<file path="config.mk">
export PLATFORM = sky130hd
export DESIGN_NAME = mult_sequencer
export DESIGN_NICKNAME = d
export VERILOG_FILES = /design/src/rtl/mult_sequencer_pkg.sv /design/src/rtl/btn_debounce.sv /design/src/rtl/mult_sequencer.sv
export SDC_FILE = /design/constraint.sdc
export NUM_CORES = 1
export LEC_CHECK = 0
export BUFFER_PORTS_ARGS = -buffer_cell sky130_fd_sc_hd__buf_4
export CORE_MARGIN = 2
export CORE_UTILIZATION = 35
export DETAILED_ROUTE_END_ITERATION = 10
export GPL_TIMING_DRIVEN = 0
export PLACE_DENSITY = 0.53
export SKIP_LAST_GASP = 1
export SLEW_MARGIN = 20
export SYNTH_ARGS = -nofsm -noshare
export SYNTH_HDL_FRONTEND = slang
export SYNTH_SLANG_ARGS = --single-unit
</file>
<file path="constraint.sdc">
create_clock -name clk -period 2.1 [get_ports clk]
set_input_delay 0.315 -clock clk [delete_from_list [all_inputs] [get_ports clk]]
set_output_delay 0.315 -clock clk [all_outputs]
set_load 0.005 [all_outputs]
</file>
<file path="src/rtl/mult_sequencer_pkg.sv">
// Shared encodings and constants for the operator-driven multiplier sequencer.
// No logic lives here: state codes, the error word and the display word width.
package mult_sequencer_pkg;

  localparam logic [2:0] ST_GET_A = 3'd0;
  localparam logic [2:0] ST_GET_B = 3'd1;
  localparam logic [2:0] ST_START = 3'd2;
  localparam logic [2:0] ST_WAIT  = 3'd3;
  localparam logic [2:0] ST_SHOW  = 3'd4;

  typedef enum logic [2:0] {
    S_GET_A = ST_GET_A,
    S_GET_B = ST_GET_B,
    S_START = ST_START,
    S_WAIT  = ST_WAIT,
    S_SHOW  = ST_SHOW
  } state_e;

  localparam logic [15:0] ERR_CODE_DEFAULT = 16'hEEEE;
  localparam int          DISP_W           = 16;

endpackage

</file>
<file path="src/rtl/btn_debounce.sv">
// Button conditioner: 2-FF synchronizer, stability counter, registered rising-edge pulse.
// press_o rises 2 + DEB_CYCLES + 1 cycles after a clean button rise; release emits nothing.
module btn_debounce #(
  parameter int DEB_CYCLES = 50000
) (
  input  logic clk,
  input  logic rst_n,
  input  logic btn_i,
  output logic press_o
);

  localparam int            CW      = (DEB_CYCLES > 1) ? $clog2(DEB_CYCLES) : 1;
  localparam logic [CW-1:0] CNT_MAX = CW'(DEB_CYCLES - 1);

  logic          sync1_q, sync2_q;
  logic          level_q, level_d;
  logic          level_prev_q;
  logic          press_q;
  logic [CW-1:0] cnt_q, cnt_d;

  // Any sample that agrees with the accepted level restarts the stability window.
  always_comb begin
    level_d = level_q;
    cnt_d   = '0;
    if (sync2_q != level_q) begin
      if (cnt_q == CNT_MAX) begin
        level_d = ~level_q;
      end else begin
        cnt_d = cnt_q + 1'b1;
      end
    end
  end

  always_ff @(posedge clk or negedge rst_n) begin
    if (!rst_n) begin
      sync1_q      <= 1'b0;
      sync2_q      <= 1'b0;
      level_q      <= 1'b0;
      level_prev_q <= 1'b0;
      cnt_q        <= '0;
      press_q      <= 1'b0;
    end else begin
      sync1_q      <= btn_i;
      sync2_q      <= sync1_q;
      level_q      <= level_d;
      level_prev_q <= level_q;
      cnt_q        <= cnt_d;
      press_q      <= level_q & ~level_prev_q;
    end
  end

  assign press_o = press_q;

endmodule

</file>
<file path="src/rtl/mult_sequencer.sv">
// Operator sequencer: captures A/B on button presses, launches the multiplier, supervises with a timeout.
// Press in S_GET_B to mul_start is 1 cycle; mul_done to result is 1 cycle; presses while busy are dropped.
module mult_sequencer
  import mult_sequencer_pkg::*;
#(
  parameter int          DEB_CYCLES = 50000,
  parameter int          TIMEOUT    = 1024,
  parameter logic [15:0] ERR_CODE   = ERR_CODE_DEFAULT
) (
  input  logic              clk,
  input  logic              rst_n,
  input  logic              btn,
  input  logic [7:0]        sw,
  output logic [7:0]        mul_a,
  output logic [7:0]        mul_b,
  output logic              mul_start,
  input  logic              mul_done,
  input  logic [15:0]       mul_result,
  output logic [15:0]       result,
  output logic [DISP_W-1:0] disp_value,
  output logic              busy,
  output logic              err
);

  localparam int            TW      = (TIMEOUT > 1) ? $clog2(TIMEOUT) : 1;
  localparam logic [TW-1:0] TMO_MAX = TW'(TIMEOUT - 1);

  state_e        state_q, state_d;
  logic [7:0]    mul_a_q, mul_a_d;
  logic [7:0]    mul_b_q, mul_b_d;
  logic [15:0]   result_q, result_d;
  logic          err_q, err_d;
  logic [TW-1:0] tmo_q, tmo_d;
  logic          press;

  btn_debounce #(
    .DEB_CYCLES(DEB_CYCLES)
  ) u_btn_debounce (
    .clk    (clk),
    .rst_n  (rst_n),
    .btn_i  (btn),
    .press_o(press)
  );

  always_ff @(posedge clk or negedge rst_n) begin
    if (!rst_n) begin
      state_q  <= S_GET_A;
      mul_a_q  <= '0;
      mul_b_q  <= '0;
      result_q <= '0;
      err_q    <= 1'b0;
      tmo_q    <= '0;
    end else begin
      state_q  <= state_d;
      mul_a_q  <= mul_a_d;
      mul_b_q  <= mul_b_d;
      result_q <= result_d;
      err_q    <= err_d;
      tmo_q    <= tmo_d;
    end
  end

  always_comb begin
    state_d  = state_q;
    mul_a_d  = mul_a_q;
    mul_b_d  = mul_b_q;
    result_d = result_q;
    err_d    = err_q;
    tmo_d    = tmo_q;
    unique case (state_q)
      S_GET_A: begin
        if (press) begin
          mul_a_d = sw;
          err_d   = 1'b0;
          state_d = S_GET_B;
        end
      end
      S_GET_B: begin
        if (press) begin
          mul_b_d = sw;
          state_d = S_START;
        end
      end
      S_START: begin
        tmo_d   = '0;
        state_d = S_WAIT;
      end
      // A completion arriving on the expiry cycle still counts as success.
      S_WAIT: begin
        if (mul_done) begin
          result_d = mul_result;
          state_d  = S_SHOW;
        end else if (tmo_q == TMO_MAX) begin
          result_d = ERR_CODE;
          err_d    = 1'b1;
          state_d  = S_SHOW;
        end else begin
          tmo_d = tmo_q + 1'b1;
        end
      end
      S_SHOW: begin
        if (press) begin
          mul_a_d = sw;
          err_d   = 1'b0;
          state_d = S_GET_B;
        end
      end
      default: state_d = S_GET_A;
    endcase
  end

  always_comb begin
    disp_value = '0;
    unique case (state_q)
      S_GET_A:        disp_value = {8'h00, sw};
      S_GET_B:        disp_value = {mul_a_q, sw};
      S_START,
      S_WAIT:         disp_value = {mul_a_q, mul_b_q};
      S_SHOW:         disp_value = result_q;
      default:        disp_value = '0;
    endcase
  end

  assign mul_start = (state_q == S_START);
  assign busy      = (state_q == S_START) || (state_q == S_WAIT);
  assign mul_a     = mul_a_q;
  assign mul_b     = mul_b_q;
  assign result    = result_q;
  assign err       = err_q;

endmodule

</file>
**Word-level counts from Yosys, hierarchy flattened**

Index checks and enable logic that the tools add are counted.

- Bits in registers: 67
- Input bits: 28
- Output and inout bits: 51
- Word-level logic and storage cells: 61

- Add/sub/neg operators: 2
- Equality and inequality tests: 13
- Multiplexer cells: 17
- Bitwise gates (word level): 3
- Reduce and logical (&&, ||, !) cells: 14

Operators with widths:

| kind | number |
|---|---|
| 16-bit two-way mux | 4 |
| 16-bit one-hot mux with 4 select lines | 1 |
| 10-bit two-way mux | 2 |
| 10-bit one-hot mux with 2 select lines | 1 |
| 16-bit by 1-bit adder with 16-bit output, second input constant | 1 |
| 16-bit == test, second input constant | 1 |
| 3-bit two-way mux | 4 |
| 3-bit one-hot mux with 4 select lines | 1 |
| 10-bit by 1-bit adder with 10-bit output, second input constant | 1 |
| 10-bit == test, second input constant | 1 |
| 2-bit AND reduction | 4 |
| 3-bit by 2-bit == test with 1-bit output, second input constant | 2 |
| 2-bit != test, second input constant | 3 |
| 3-bit AND reduction | 2 |
| 2-bit nonzero test | 3 |
| 2-bit by 1-bit != test with 1-bit output, second input constant | 2 |
| 4-bit AND reduction | 1 |
| 2-bit OR reduction | 2 |
| 3-bit by 1-bit == test with 1-bit output, second input constant | 1 |
| 3-bit == test, second input constant | 1 |
| 3-bit zero test | 1 |
| 1-bit two-way mux | 3 |
| 3-bit != test, second input constant | 1 |
| 1-bit inverter | 2 |
| 4 further kinds | 4 |

**Depth between registers and ports, before layout**

- Depth in word-level cells: 4
- Depth in mapped cells: 6
- Mapped depth without buffers: 5

**Modules after synthesis**

From an unflattened synthesis, not the netlist that was laid out.

- Cells, all modules: 316
- Area total of the unflattened synthesis: 3316.9 um2

By module, submodules not included:

| module | times used | cells each | area each (um2) |
|---|---|---|---|
| mult_sequencer | 1 | 230 | 2323.5 |
| btn_debounce | 1 | 86 | 993.5 |

**Least setup slack after synthesis**

Ideal clock, no wire load.

- Path kind: flip-flop to flip-flop
- Start: register tmo_q[0]
- End: register tmo_q[2]
- Library setup time: 0.140 ns
- Arrival time: 1.688 ns
- Path slack: 0.272 ns
- Cell stages (with the launch flop): 7
- Buffers on the path: 1
- Cells stage by stage: dfrtp_1 > ha_1 > nand3_1 > nor4_4 > or2_2 > clkbuf_1 > o221ai_1

- Word-level cells in the longest chain between the ends: 4
- Elaborated cells between the ends (all ways): 7
- Classes of those cells: 1 x add/sub; 2 x eq/ne; 3 x mux; 1 x reduce/logical

Ends and longest elaborated chain:

| element | line | text |
|---|---|---|
| from (decl) | mult_sequencer.sv:33 | `logic [TW-1:0] tmo_q, tmo_d;` |
| from (signal assigned) | mult_sequencer.sv:59 | `tmo_q <= tmo_d;` |
| 10-bit by 1-bit adder with 10-bit output | mult_sequencer.sv:98 | `tmo_d = tmo_q + 1'b1;` |
| 10-bit two-way mux | mult_sequencer.sv:93 | `end else if (tmo_q == TMO_MAX) begin` |
| 10-bit two-way mux | mult_sequencer.sv:90 | `if (mul_done) begin` |
| 10-bit one-hot mux with 2 select lines | mult_sequencer.sv:70 | `unique case (state_q)` |

Parallel ways exist; a longest one is shown, timed or not. The select of a mux whose other input is x is not followed.
A chain may end at the register's enable or synchronous reset.

**Worst setup path after layout**

- Start: register state_q[2]
- End: output port disp_value[3]

- Word-level cells in the longest chain between the ends: 3
- Elaborated cells between the ends (all ways): 7
- Classes of those cells: 4 x eq/ne; 1 x mux; 2 x reduce/logical

Ends and longest elaborated chain:

| element | line | text |
|---|---|---|
| from (decl) | mult_sequencer.sv:28 | `state_e state_q, state_d;` |
| from (signal assigned) | mult_sequencer.sv:54 | `state_q <= state_d;` |
| 3-bit by 2-bit == test with 1-bit output | mult_sequencer.sv:114 | `unique case (state_q)` |
| 2-bit OR reduction | mult_sequencer.sv:114 |  |
| 16-bit one-hot mux with 4 select lines (*) | mult_sequencer.sv:114 |  |
| to (decl) | mult_sequencer.sv:20 | `output logic [DISP_W-1:0] disp_value,` |

Every way passes the cells marked *; elsewhere a longest branch is shown, timed or not.

==> results.toml <==
[sta]
rsz0062_at_grt = "yes"
relSlewSlack_pct = 43.1
fmax_ghz = 0.504
worst_hold_slack_ns = 0.0783
setup-tns-final_ns = 0
finalCriticalPeriod_ns = 1.98
tightest_slew_ns = 0.853
finalSetupViolCount = 0
drv_slew = 0
skew_ns = 0.00941
finalCritPeriodShare_pct = 94.4
hold_violations = 0

[clock_network]
numClockSinks = 67
clk_latency_ns = 0.34
cts_buffers = 9
cts_root_buffer = "clkbuf_8"
tritoncts = "done"
htreeDepth = 3
ctsHoldBuffers = 0
clk_pin_slew_ns = 0.08
clk_path_buf_depth = 2

[drt]
via_count = 2789
drt_wl_total_um = 9200
viasPerCell = 5.34
antenna_left = 0
wl_per_cell_um = 17.6
drt-initial-drc-count = 135
firstDrtPassIters = 4
route.detailed.drc = 0

[grt]
grt_pass1_wl_um = 14600
grt_max_degree = 68
grt_pass1_vias = 2738
grt_usage_pct = 18.8
antenna_found_initial = 0
gr-total-overflow = 0

[synth]
synth-async-reset-ratio_pct = 100
synthCells = 318
postSynthAreaPerCell_um2 = 10.2
ys_ff_latch = 67
synth_edf_count = 0
syn_nets = 348
ys_types = 45
yosys_most_used_dff = "dfrtp_1"
yosysWarnings = 0
yosysSeqAreaShare_pct = 51.7
synth_area_um2 = 3240

[floorplanning]
start_util_pct = 35.6
die_h_um = 100
coreArea_um2 = 9110
die-area_um2 = 10100
rows = 35
dieWidth_um = 100
num_io_pins = 79

[finish]
final_cell_area_um2 = 4220
drive_gt1_share_pct = 32.1
fin_cells = 522
area_delta_synth_final_pct = 30.0
final_common_cell = "buf_4"
num-fill-cells = 907
final_cell_mix = "buf_4 (80), dfrtp_1 (66), nand2_1 (31)"
n_antenna_cell = 0
nets = 437

[min_path]
min_path_type = "input port to asynchronous set/reset pin"

[worst_setup_path]
r2r_cells = 4
critPathRequiredTime_ns = 1.78
startpoint_type = "flip-flop"
cp-end-kind = "output port"
crit_arrival_ns = 1.67
crit_type = "flip-flop to output port"
critical_path.max_fanout = 10

[power_and_ir_drop]
power.density_nw_per_um2 = 867
p_total_mw = 3.66
ir_worst_vdd_uv = 372
p_leak_nw = 1.92

[placed_design]
gp_congestion = 0.820
dpl_cell_area_um2 = 3970
portBuffers = 78
numPlacedInstances = 507
dp_hpwl_um = 6400

[run]
drv_cap = 0

[status]
status = "finished, final reports clean"
[worst max-delay path: stages (launching register included)]
cell,delay (ns)
dfrtp_1,0.40
buf_6,0.17
nor2b_1,0.17
buf_6,0.17
a21oi_1,0.07
o21ai_0,0.19
buf_4,0.15
[metal layers]
layer | GRT usage, % | routed length [um] | up-vias
met2 | 30.0 | 4340 | 63
met1 | 25.6 | 4400 | 1391
met5 | 0 | 0 | -
met3 | 4.60 | 353 | 8
met4 | 5.27 | 102 | 0
li1 | - | - | 1327
[path summary, 6_finish.rpt]
check                                  startpoint                     end  slack (ns)
min in group clk                              btn  u_btn_debounce.sync1_q        0.08
max                                    state_q[2]           disp_value[3]        0.12
max in group asynchronous                   rst_n              state_q[1]        1.41
min                                         rst_n                mul_a[2]        0.08
min reg2reg                u_btn_debounce.sync1_q  u_btn_debounce.sync2_q        0.36
max reg2reg                            state_q[2]                mul_b[1]        0.18
[kinds of logic (layout without fill, tap and decap cells)]
group | after synthesis | count (layout) | synth area share (%)
adders and majority gates | 2 | 2 | 0.771
buffers and inverters | 23 | 116 | 2.82
xor gates and xnor gates | 13 | 13 | 3.51
and+or+nand+nor | 123 | 123 | 20.4
DFF | 67 | 67 | 51.7
muxes | 18 | 18 | 6.25
AOI/OAI and AO/OA | 72 | 72 | 14.5
[power breakdown]
part           switching (mW)  internal (mW)
Clock                   0.493          0.575
Sequential              0.194           1.49
Combinational           0.420          0.491
Total                    1.11           2.55
[stage by stage]
step           worst slack [ns]  util, %
6_report                  0.117     46.3
5_1_grt                 0.00359     46.3
4_1_cts                 0.00566     46.0
3_5_place_dp             -0.303     43.6
3_3_place_gp             -0.263     43.6
2_1_floorplan             0.272        -
[cell type report]
| type | count | area [um^2] | share of cell area (%) |
|---|---|---|---|
| flip-flops and latches | 67 | 1680 | 39.8 |
| multi-input cells | 228 | 1500 | 35.5 |
| repair buffers | 79 | 593 | 14.1 |
| clock buffers | 11 | 141 | 3.35 |
| well taps | 111 | 139 | 3.29 |
| plain buffers | 14 | 87.6 | 2.08 |
| clock inverters | 4 | 51.3 | 1.22 |
| inverters | 8 | 30.0 | 0.712 |
[synthesized netlist by cell type (all sizes together) (3+ instances only)]
| master | n | share of area [%] |
|---|---|---|
| a21oi | 13 | 2.0 |
| a22o | 8 | 2.2 |
| and2 | 3 | 0.58 |
| and3 | 4 | 0.77 |
| buf | 5 | 0.73 |
| clkbuf | 10 | 1.2 |
| dfrtp | 67 | 52 |
| inv | 8 | 0.93 |
| mux2 | 18 | 6.2 |
| nand2 | 31 | 3.6 |
| nand3 | 17 | 2.8 |
| nand3b | 3 | 0.69 |
| nand4 | 5 | 0.96 |
| nor2 | 23 | 2.7 |
| nor2b | 10 | 1.9 |
| nor3 | 5 | 0.77 |
| nor4 | 5 | 1.4 |
| o21ai | 28 | 4.3 |
| o221ai | 3 | 0.81 |
| o22a | 12 | 3.2 |
| o41ai | 3 | 0.81 |
| or2 | 3 | 0.58 |
| or3 | 3 | 0.58 |
| xnor2 | 11 | 3.0 |
[state kept, by name, summed over array words and instances, names as in the netlist]
register and flops:
result 16, u_btn_debounce.cnt_q 16, tmo_q 10, mul_a 8, mul_b 8, state_q 3
err 1, u_btn_debounce.level_prev_q 1, u_btn_debounce.level_q 1, u_btn_debounce.press_o 1, u_btn_debounce.sync1_q 1, u_btn_debounce.sync2_q 1
[repair_timing]
action	4_1_cts	5_1_grt
buffers inserted	1	0
setup endpoints to repair	34	26
pin swaps	1	0
resized for setup	13	12
(Power assumes the default switching activity.)
